## config.mk

```make
export PLATFORM = sky130hd
export DESIGN_NAME = wb_port_arbiter
export DESIGN_NICKNAME = d
export VERILOG_FILES = /design/src/rtl/wb_port_arbiter.sv
export SDC_FILE = /design/constraint.sdc
export NUM_CORES = 1
export LEC_CHECK = 0
export ABC_AREA = 1
export BUFFER_PORTS_ARGS = -buffer_cell sky130_fd_sc_hd__buf_2
export CAP_MARGIN = 20
export CORE_ASPECT_RATIO = 1.25
export CORE_UTILIZATION = 45
export CTS_BUF_LIST = sky130_fd_sc_hd__clkbuf_16
export CTS_CLUSTER_DIAMETER = 60
export CTS_CLUSTER_SIZE = 24
export DETAILED_ROUTE_END_ITERATION = 7
export PLACE_DENSITY = 0.85
export SYNTH_ARGS = -nofsm -noshare
export SYNTH_HDL_FRONTEND = slang
export SYNTH_SLANG_ARGS = --single-unit
```

## constraint.sdc

```tcl
create_clock -name clk_i -period 2.8 [get_ports clk_i]
set_clock_uncertainty 0.05 [all_clocks]
set_input_delay 0.42 -clock clk_i [delete_from_list [all_inputs] [get_ports clk_i]]
set_output_delay 0.42 -clock clk_i [all_outputs]
set_load 0.1 [all_outputs]
```

## src/rtl/wb_port_arbiter.sv

```systemverilog
// wb_port_arbiter
// Shares the single register-file write port between the writeback sources
// (index 0 = ALU, 1 = LSU, 2 = MDU). A round-robin grant is issued
// combinationally in the same cycle as the request. The granted write is
// registered and driven onto the register file one cycle later.
//
// Ports:
//   clk_i        clock, all state on the rising edge
//   rst_i        asynchronous active-high reset
//   req_valid_i  per-requester write request
//   req_addr_i   packed destination addresses, requester k at [k*RF_ADDR_WIDTH +: RF_ADDR_WIDTH]
//   req_data_i   packed write data, requester k at [k*DATA_W +: DATA_W]
//   req_ready_o  one-hot grant; a transfer happens when valid and ready are both high
//   flush_i      blocks every grant in the current cycle
//   rf_we_o      registered write enable (never set for writes to x0)
//   rf_waddr_o   registered write address
//   rf_wdata_o   registered write data
//   grant_id_o   registered index of the requester that owns rf_*_o
//   wr_count_o   count of committed non-x0 writes, wraps at 2^32
module wb_port_arbiter #(
  parameter int NUM_REQ       = 3,
  parameter int RF_ADDR_WIDTH = 5,
  parameter int DATA_W        = 32,
  localparam int ID_W         = $clog2(NUM_REQ)
) (
  input  logic                         clk_i,
  input  logic                         rst_i,
  input  logic [NUM_REQ-1:0]           req_valid_i,
  input  logic [NUM_REQ*RF_ADDR_WIDTH-1:0] req_addr_i,
  input  logic [NUM_REQ*DATA_W-1:0]    req_data_i,
  output logic [NUM_REQ-1:0]           req_ready_o,
  input  logic                         flush_i,
  output logic                         rf_we_o,
  output logic [RF_ADDR_WIDTH-1:0]     rf_waddr_o,
  output logic [DATA_W-1:0]            rf_wdata_o,
  output logic [ID_W-1:0]              grant_id_o,
  output logic [31:0]                  wr_count_o
);

  logic [ID_W-1:0]          rr_ptr_r;
  logic                     we_r;
  logic [RF_ADDR_WIDTH-1:0] waddr_r;
  logic [DATA_W-1:0]        wdata_r;
  logic [ID_W-1:0]          grant_id_r;
  logic [31:0]              wr_count_r;

  logic [NUM_REQ-1:0]       grant_s;
  logic [ID_W-1:0]          grant_idx_s;
  logic [RF_ADDR_WIDTH-1:0] sel_addr_s;
  logic [DATA_W-1:0]        sel_data_s;
  logic                     found_s;
  logic                     hs_s;
  logic [ID_W-1:0]          next_ptr_s;

  // Round-robin pick: scan offsets from rr_ptr and take the first valid index.
  // The inner loop over k keeps every bit select constant.
  always_comb begin
    grant_s     = {NUM_REQ{1'b0}};
    grant_idx_s = {ID_W{1'b0}};
    sel_addr_s  = {RF_ADDR_WIDTH{1'b0}};
    sel_data_s  = {DATA_W{1'b0}};
    found_s     = 1'b0;
    for (int i = 0; i < NUM_REQ; i++) begin
      for (int k = 0; k < NUM_REQ; k++) begin
        if (!found_s && req_valid_i[k] && (k == ((int'(rr_ptr_r) + i) % NUM_REQ))) begin
          grant_s[k]  = 1'b1;
          grant_idx_s = ID_W'(k);
          sel_addr_s  = req_addr_i[k*RF_ADDR_WIDTH +: RF_ADDR_WIDTH];
          sel_data_s  = req_data_i[k*DATA_W +: DATA_W];
          found_s     = 1'b1;
        end else begin
          found_s = found_s;
        end
      end
    end
  end

  // Flush and reset both mask the grant; a handshake only exists when a grant is visible.
  always_comb begin
    if (flush_i || rst_i) begin
      req_ready_o = {NUM_REQ{1'b0}};
      hs_s        = 1'b0;
    end else begin
      req_ready_o = grant_s;
      hs_s        = found_s;
    end
  end

  // Pointer moves one past the winner, wrapping at NUM_REQ-1.
  always_comb begin
    if (grant_idx_s == ID_W'(NUM_REQ - 1)) begin
      next_ptr_s = {ID_W{1'b0}};
    end else begin
      next_ptr_s = grant_idx_s + ID_W'(1);
    end
  end

  // Output register, pointer and write counter; writes to x0 are consumed silently.
  always_ff @(posedge clk_i or posedge rst_i) begin
    if (rst_i) begin
      rr_ptr_r   <= {ID_W{1'b0}};
      we_r       <= 1'b0;
      waddr_r    <= {RF_ADDR_WIDTH{1'b0}};
      wdata_r    <= {DATA_W{1'b0}};
      grant_id_r <= {ID_W{1'b0}};
      wr_count_r <= 32'd0;
    end else if (hs_s) begin
      rr_ptr_r   <= next_ptr_s;
      waddr_r    <= sel_addr_s;
      wdata_r    <= sel_data_s;
      grant_id_r <= grant_idx_s;
      we_r       <= (sel_addr_s != {RF_ADDR_WIDTH{1'b0}});
      if (sel_addr_s != {RF_ADDR_WIDTH{1'b0}}) begin
        wr_count_r <= wr_count_r + 32'd1;
      end
    end else begin
      we_r <= 1'b0;
    end
  end

  assign rf_we_o    = we_r;
  assign rf_waddr_o = waddr_r;
  assign rf_wdata_o = wdata_r;
  assign grant_id_o = grant_id_r;
  assign wr_count_o = wr_count_r;

endmodule

```

-- Word level (Yosys, flattened, before mapping)
Index checks and enable logic that the tools add are counted.
- muxes and demuxes: 47
- divide/modulo/power cells: 3
- $add $sub $neg: 4
- equality and inequality tests: 7
- reduce and logical (&&, ||, !) cells: 31
- operators with widths (cell ; count):
    32-bit two-way mux ; 9
    2-bit by 32-bit == test with 1-bit output (first input constant) ; 3
    3-bit by 32-bit == test with 1-bit output (first input constant) ; 3
    32-bit logical NOT ; 3
    32-bit by 3-bit modulo with 32-bit output (second input constant) ; 2
    5-bit two-way mux ; 9
    32-bit by 1-bit adder with 32-bit output (second input constant) ; 1
    3-bit by 3-bit modulo with 32-bit output (second input constant) ; 1
    1-bit two-way mux ; 20
    1-bit logical AND ; 17
    2-bit two-way mux ; 8
    1-bit logical NOT ; 8
    5-bit nonzero test ; 1
    2-bit by 1-bit adder with 3-bit output (second input constant) ; 1
    2-bit by 2-bit adder with 3-bit output (second input constant) ; 1
    3-bit two-way mux ; 1
    2-bit by 1-bit adder with 2-bit output (second input constant) ; 1
    2-bit == test (second input constant) ; 1
    2-bit AND reduction ; 1
    1-bit logical OR ; 1
- word-level logic and storage cells: 98
- flip-flop bits (word level): 74
- output and inout port bits: 75
- input port bits: 117

-- Logic depth before layout (Yosys ltp)
- word-level depth: 38
- mapped depth: 19

-- Worst setup path before layout
OpenSTA, ideal clock, no wires.
- path type: reg-to-output
- from: register rr_ptr_r[0]
- to: output req_ready_o[2]
- data required time: 2.330 ns
- data arrival time: 3.119 ns
- path slack: -0.789 ns
- cell stages (with the launch flop): 12
- cell sequence: dfrtp_1 inv_1 ha_1 nand2_2 nand2_2 a21oi_4 and2_1 buf_2 nand3_2 nand2_1 inv_1 a21oi_1
- longest elaborated chain between the ends: 37
- ends and longest elaborated chain (what ; RTL line ; RTL):
    start, declared ; 40 ; logic [ID_W-1:0] rr_ptr_r;
    start signal, assigned ; 101 ; rr_ptr_r <= {ID_W{1'b0}};
    start signal, assigned ; 108 ; rr_ptr_r <= next_ptr_s;
    parallel branches: the longest is 35 deep, another holds 32-bit by 3-bit modulo with 32-bit output ; -- ;
    1-bit two-way mux * ; 65 ; if (!found_s && req_valid_i[k] && (k == ((int'(rr_ptr_r) + i) % NUM_REQ))) begin
    3-bit two-way mux * ; 80 ; if (flush_i || rst_i) begin
    end, declared ; 31 ; output logic [NUM_REQ-1:0] req_ready_o,
Mark *: on every way between the ends.

-- Worst setup path after layout
Same ends and word-level chain as after synthesis.

==> impl_results.md <==
- Number of antenna violations at the first check in global routing: 0
- Yosys warnings: 0
- Required time of the worst setup path: between 2 and 2.5 ns
- Clock tree from TritonCTS: done
- Largest voltage drop on the vdd net: between 0.8 and 0.9 mV
- Area taken by flip-flops and latches: 0.001854 mm²
- Post-layout total power: 8628 µW
- Total Wirelength: around 16 mm
- Type of element capturing the critical path: primary output
- Maximum number of pins on one net before global-route repair: 47
- FFs w/ async S/R, synth: 1.000
- Top library cells by usage in the layout, fill and taps aside: nand2_1 (211), buf_2 (188), nor2_1 (90), dfrtp_1 (72), inv_1 (66)
- Hold Buf Count CTS: 0
- Gr ovfl total: 0
- Number of storage elements in the synthesis netlist: 74
- Total Routing Usage GR: 0.2840
- Number of placement rows: 42
- Nets: roughly 1,000
- Synthesized-area fraction occupied by xor and xnor cells: 0.03535
- Compound-Gate Fraction of Synth Area: 0.1162
- Period utilization: 0.9817
- Avg Cell Area, Syn: ~7 µm²
- Chip width: ~96 µm
- Net count after synthesis: about 830
- Clock Pin Slew Worst Setup and Hold Paths: roughly 0.060 ns
- Vias per cell: ~5.4
- Number of optimization iterations in the first detailed-route pass: 5
- Vias in the first global route: roughly 5,200
- Share of cell area taken by muxes after synthesis: 0
- Peak clock frequency supported by timing: approximately 360 MHz
- Worst slew margin relative to its limit: 0.5712
- Hold crit path type: in2async
- Count of routing violations after the opening detailed-route iteration: 261
- Setup TNS: 0 ns
- Max capacitance violation total: 0
- Leading cell type in the layout, fill and taps excluded: nand2_1
- Power Dens Cells: between 1000 and 1500 mW/mm²
- Netlist cell types: between 40 and 50
- Area share of and/or/nand/nor cells after synthesis: 0.3793
- Setup CP Type: reg2out
- Vias: 5,709
- GP Congestion: between 0.9 and 1
- Run status: complete, no violations
- Number of nets still failing antenna checks after routing: 0
- Total die area: roughly 0.011 mm²
- Maximum root-to-sink buffer count: 2
- Input/output buffers: 191
- Y dimension of the die: approximately 120 µm
- Number of failing setup endpoints in the final timing report: 0
- Synth Flop Type: dfrtp_1
- Library cell used as clock root buffer: clkbuf_16
- Layout overhead on the synthesized area: 35.43%
- Number of sinks handled by clock tree synthesis: 74
- Period minus WS final: 2.749 ns
- Synthesized instance count: approximately 700
- IO Count: approximately 190
- End-of-flow core utilization: 0.6290
- Wire length of the first global-routing pass: about 26 mm
- Fraction of layout cells with a size suffix above 1: 0.3037
- Core Region: about 0.011 mm²
- Critical Path AT: about 2.3 ns
- Final routed wire length divided by cell count: about 15 µm
- Combinational family with the most area after synthesis: simple AND/OR/NAND/NOR gates
- Starting utilization of the core area: 0.4645
- Unrepaired setup endpoints after global routing: true
- Final Hold Slack: roughly 0.13 ns
- Depth of the CTS H-tree: 3
- DRC viols: 0
- Fill cell total of the finished layout: 979
- Latest clock arrival within the worst-skew pair: roughly 0.33 ns
- Number of synthesized flops with an enable pin: 0
- Most area-consuming cells after synthesis: dfrtp_1 (37%), nand2_1 (16%), nor2_1 (7.0%)
- Pleak: about 0.0035 µW
- Number of buffers added by the clock tree synthesis step: 9
- Cell area after synthesis: 0.004955 mm²
- Sequential-to-total area share from yosys stat: 0.3737
- Adder-Cell Fraction of Synth Area: 0.007576
- CP max FO: 5
- Diodes inserted: 0
- Final HPWL DP: 11.95 mm
- Slew Limit Fails: 0
- Yosys top cell by area: dfrtp_1
- Final hold vios: 0
- Multi-input combinational cell area: 0.002753 mm²
- Synth top area share: 0.3737
- Pin slew with the least headroom to its limit: approximately 0.64 ns
- Critical path launch point type: flip-flop
-- routing by layer --
metal | wire (µm) | share of wire | vias to the layer above | GRT usage
met3 | 1137 | 0.071 | 41 | 0.05556
li1 | - | - | 2744 | -
met4 | 354 | 0.022 | 0 | 0.09888
met5 | 0 | 0 | - | 0
met2 | 8174 | 0.51 | 283 | 0.4817
met1 | 6367 | 0.40 | 2641 | 0.3531
-- kinds of logic after synthesis --
logic type / count (synthesis)
adders and majority gates: 3
DFF: 74
and+or+nand+nor: 422
buffers and inverters: 102
xor gates and xnor gates: 20
AOI/OAI and AO/OA: 88
-- what timing repair did --
| action | in CTS | in global routing |
|---|---|---|
| setup endpoints to repair | 3 | 30 |
| resized for setup | 8 | 12 |
| pin swaps | 7 | 6 |
| setup buffers | 7 | 9 |
-- Yosys cell counts (5+ instances only) --
library cell	count
buf_2	14
a31oi_1	10
dfrtp_1	74
nor3_1	14
nor2_1	93
nand4_1	16
inv_1	68
nand2_1	213
inv_2	5
xor2_1	15
xnor2_1	5
a221oi_1	17
o21ai_0	10
nand3_1	62
nand2_2	5
clkbuf_1	5
a21oi_1	32
-- power by group --
part	switching, µW	leakage (µW)	total (µW)	internal [µW]
logic	4330	0.00240	5730	1390
registers	198	0.000939	1600	1400
clock network	444	0.000167	1310	862
total	4980	0.00350	8630	3650
-- through the flow --
step                area, µm²  instances  setup slack (ns)
floorplan                4971        709           -0.1514
global placement         6170       1023            0.1635
detailed placement       6170       1023            0.1096
CTS                      6590       1045         -0.003424
global route             6710       1054          -0.04073
finish                   6710       1054           0.05134
-- cell type report --
cell class	count	area share
flip-flops and latches	74	0.2763
multi-input cells	533	0.4102
clock buffers	9	0.03356
well taps	132	0.02461
repair buffers	225	0.1971
inverters	75	0.04214
clock inverters	6	0.01604
-- flip-flops by register name, indices dropped and copies added, names as in the netlist --
| name | flops |
|---|---|
| rf_wdata_o | 32 |
| rf_waddr_o | 5 |
| grant_id_o | 2 |
| rr_ptr_r | 2 |
| wr_count_o | 32 |
| rf_we_o | 1 |
-- final timing paths --
kind                       cells after the start        endpoint            from  slack, ns
max                                           11  req_ready_o[2]     rr_ptr_r[0]       0.05
min                                            2  rf_wdata_o[12]           rst_i       0.13
max reg2reg                                   16  wr_count_o[19]     rr_ptr_r[0]       0.11
min reg2reg                                    2   rf_waddr_o[3]   rf_waddr_o[3]       0.43
max in group asynchronous                      3   wr_count_o[0]           rst_i       1.88
min in group clk_i                             3   rf_wdata_o[7]  req_data_i[71]       0.28
-- worst max-delay path, cell delays in order (launching register included) --
cell	delay, ns
dfrtp_1	0.39
inv_2	0.08
ha_4	0.21
nand2_2	0.09
nand2_4	0.07
a21oi_4	0.20
and2_4	0.23
nand3_4	0.10
nand2_2	0.09
inv_1	0.08
a21oi_4	0.20
buf_12	0.20
No activity file was read; power rests on OpenSTA's default activity.
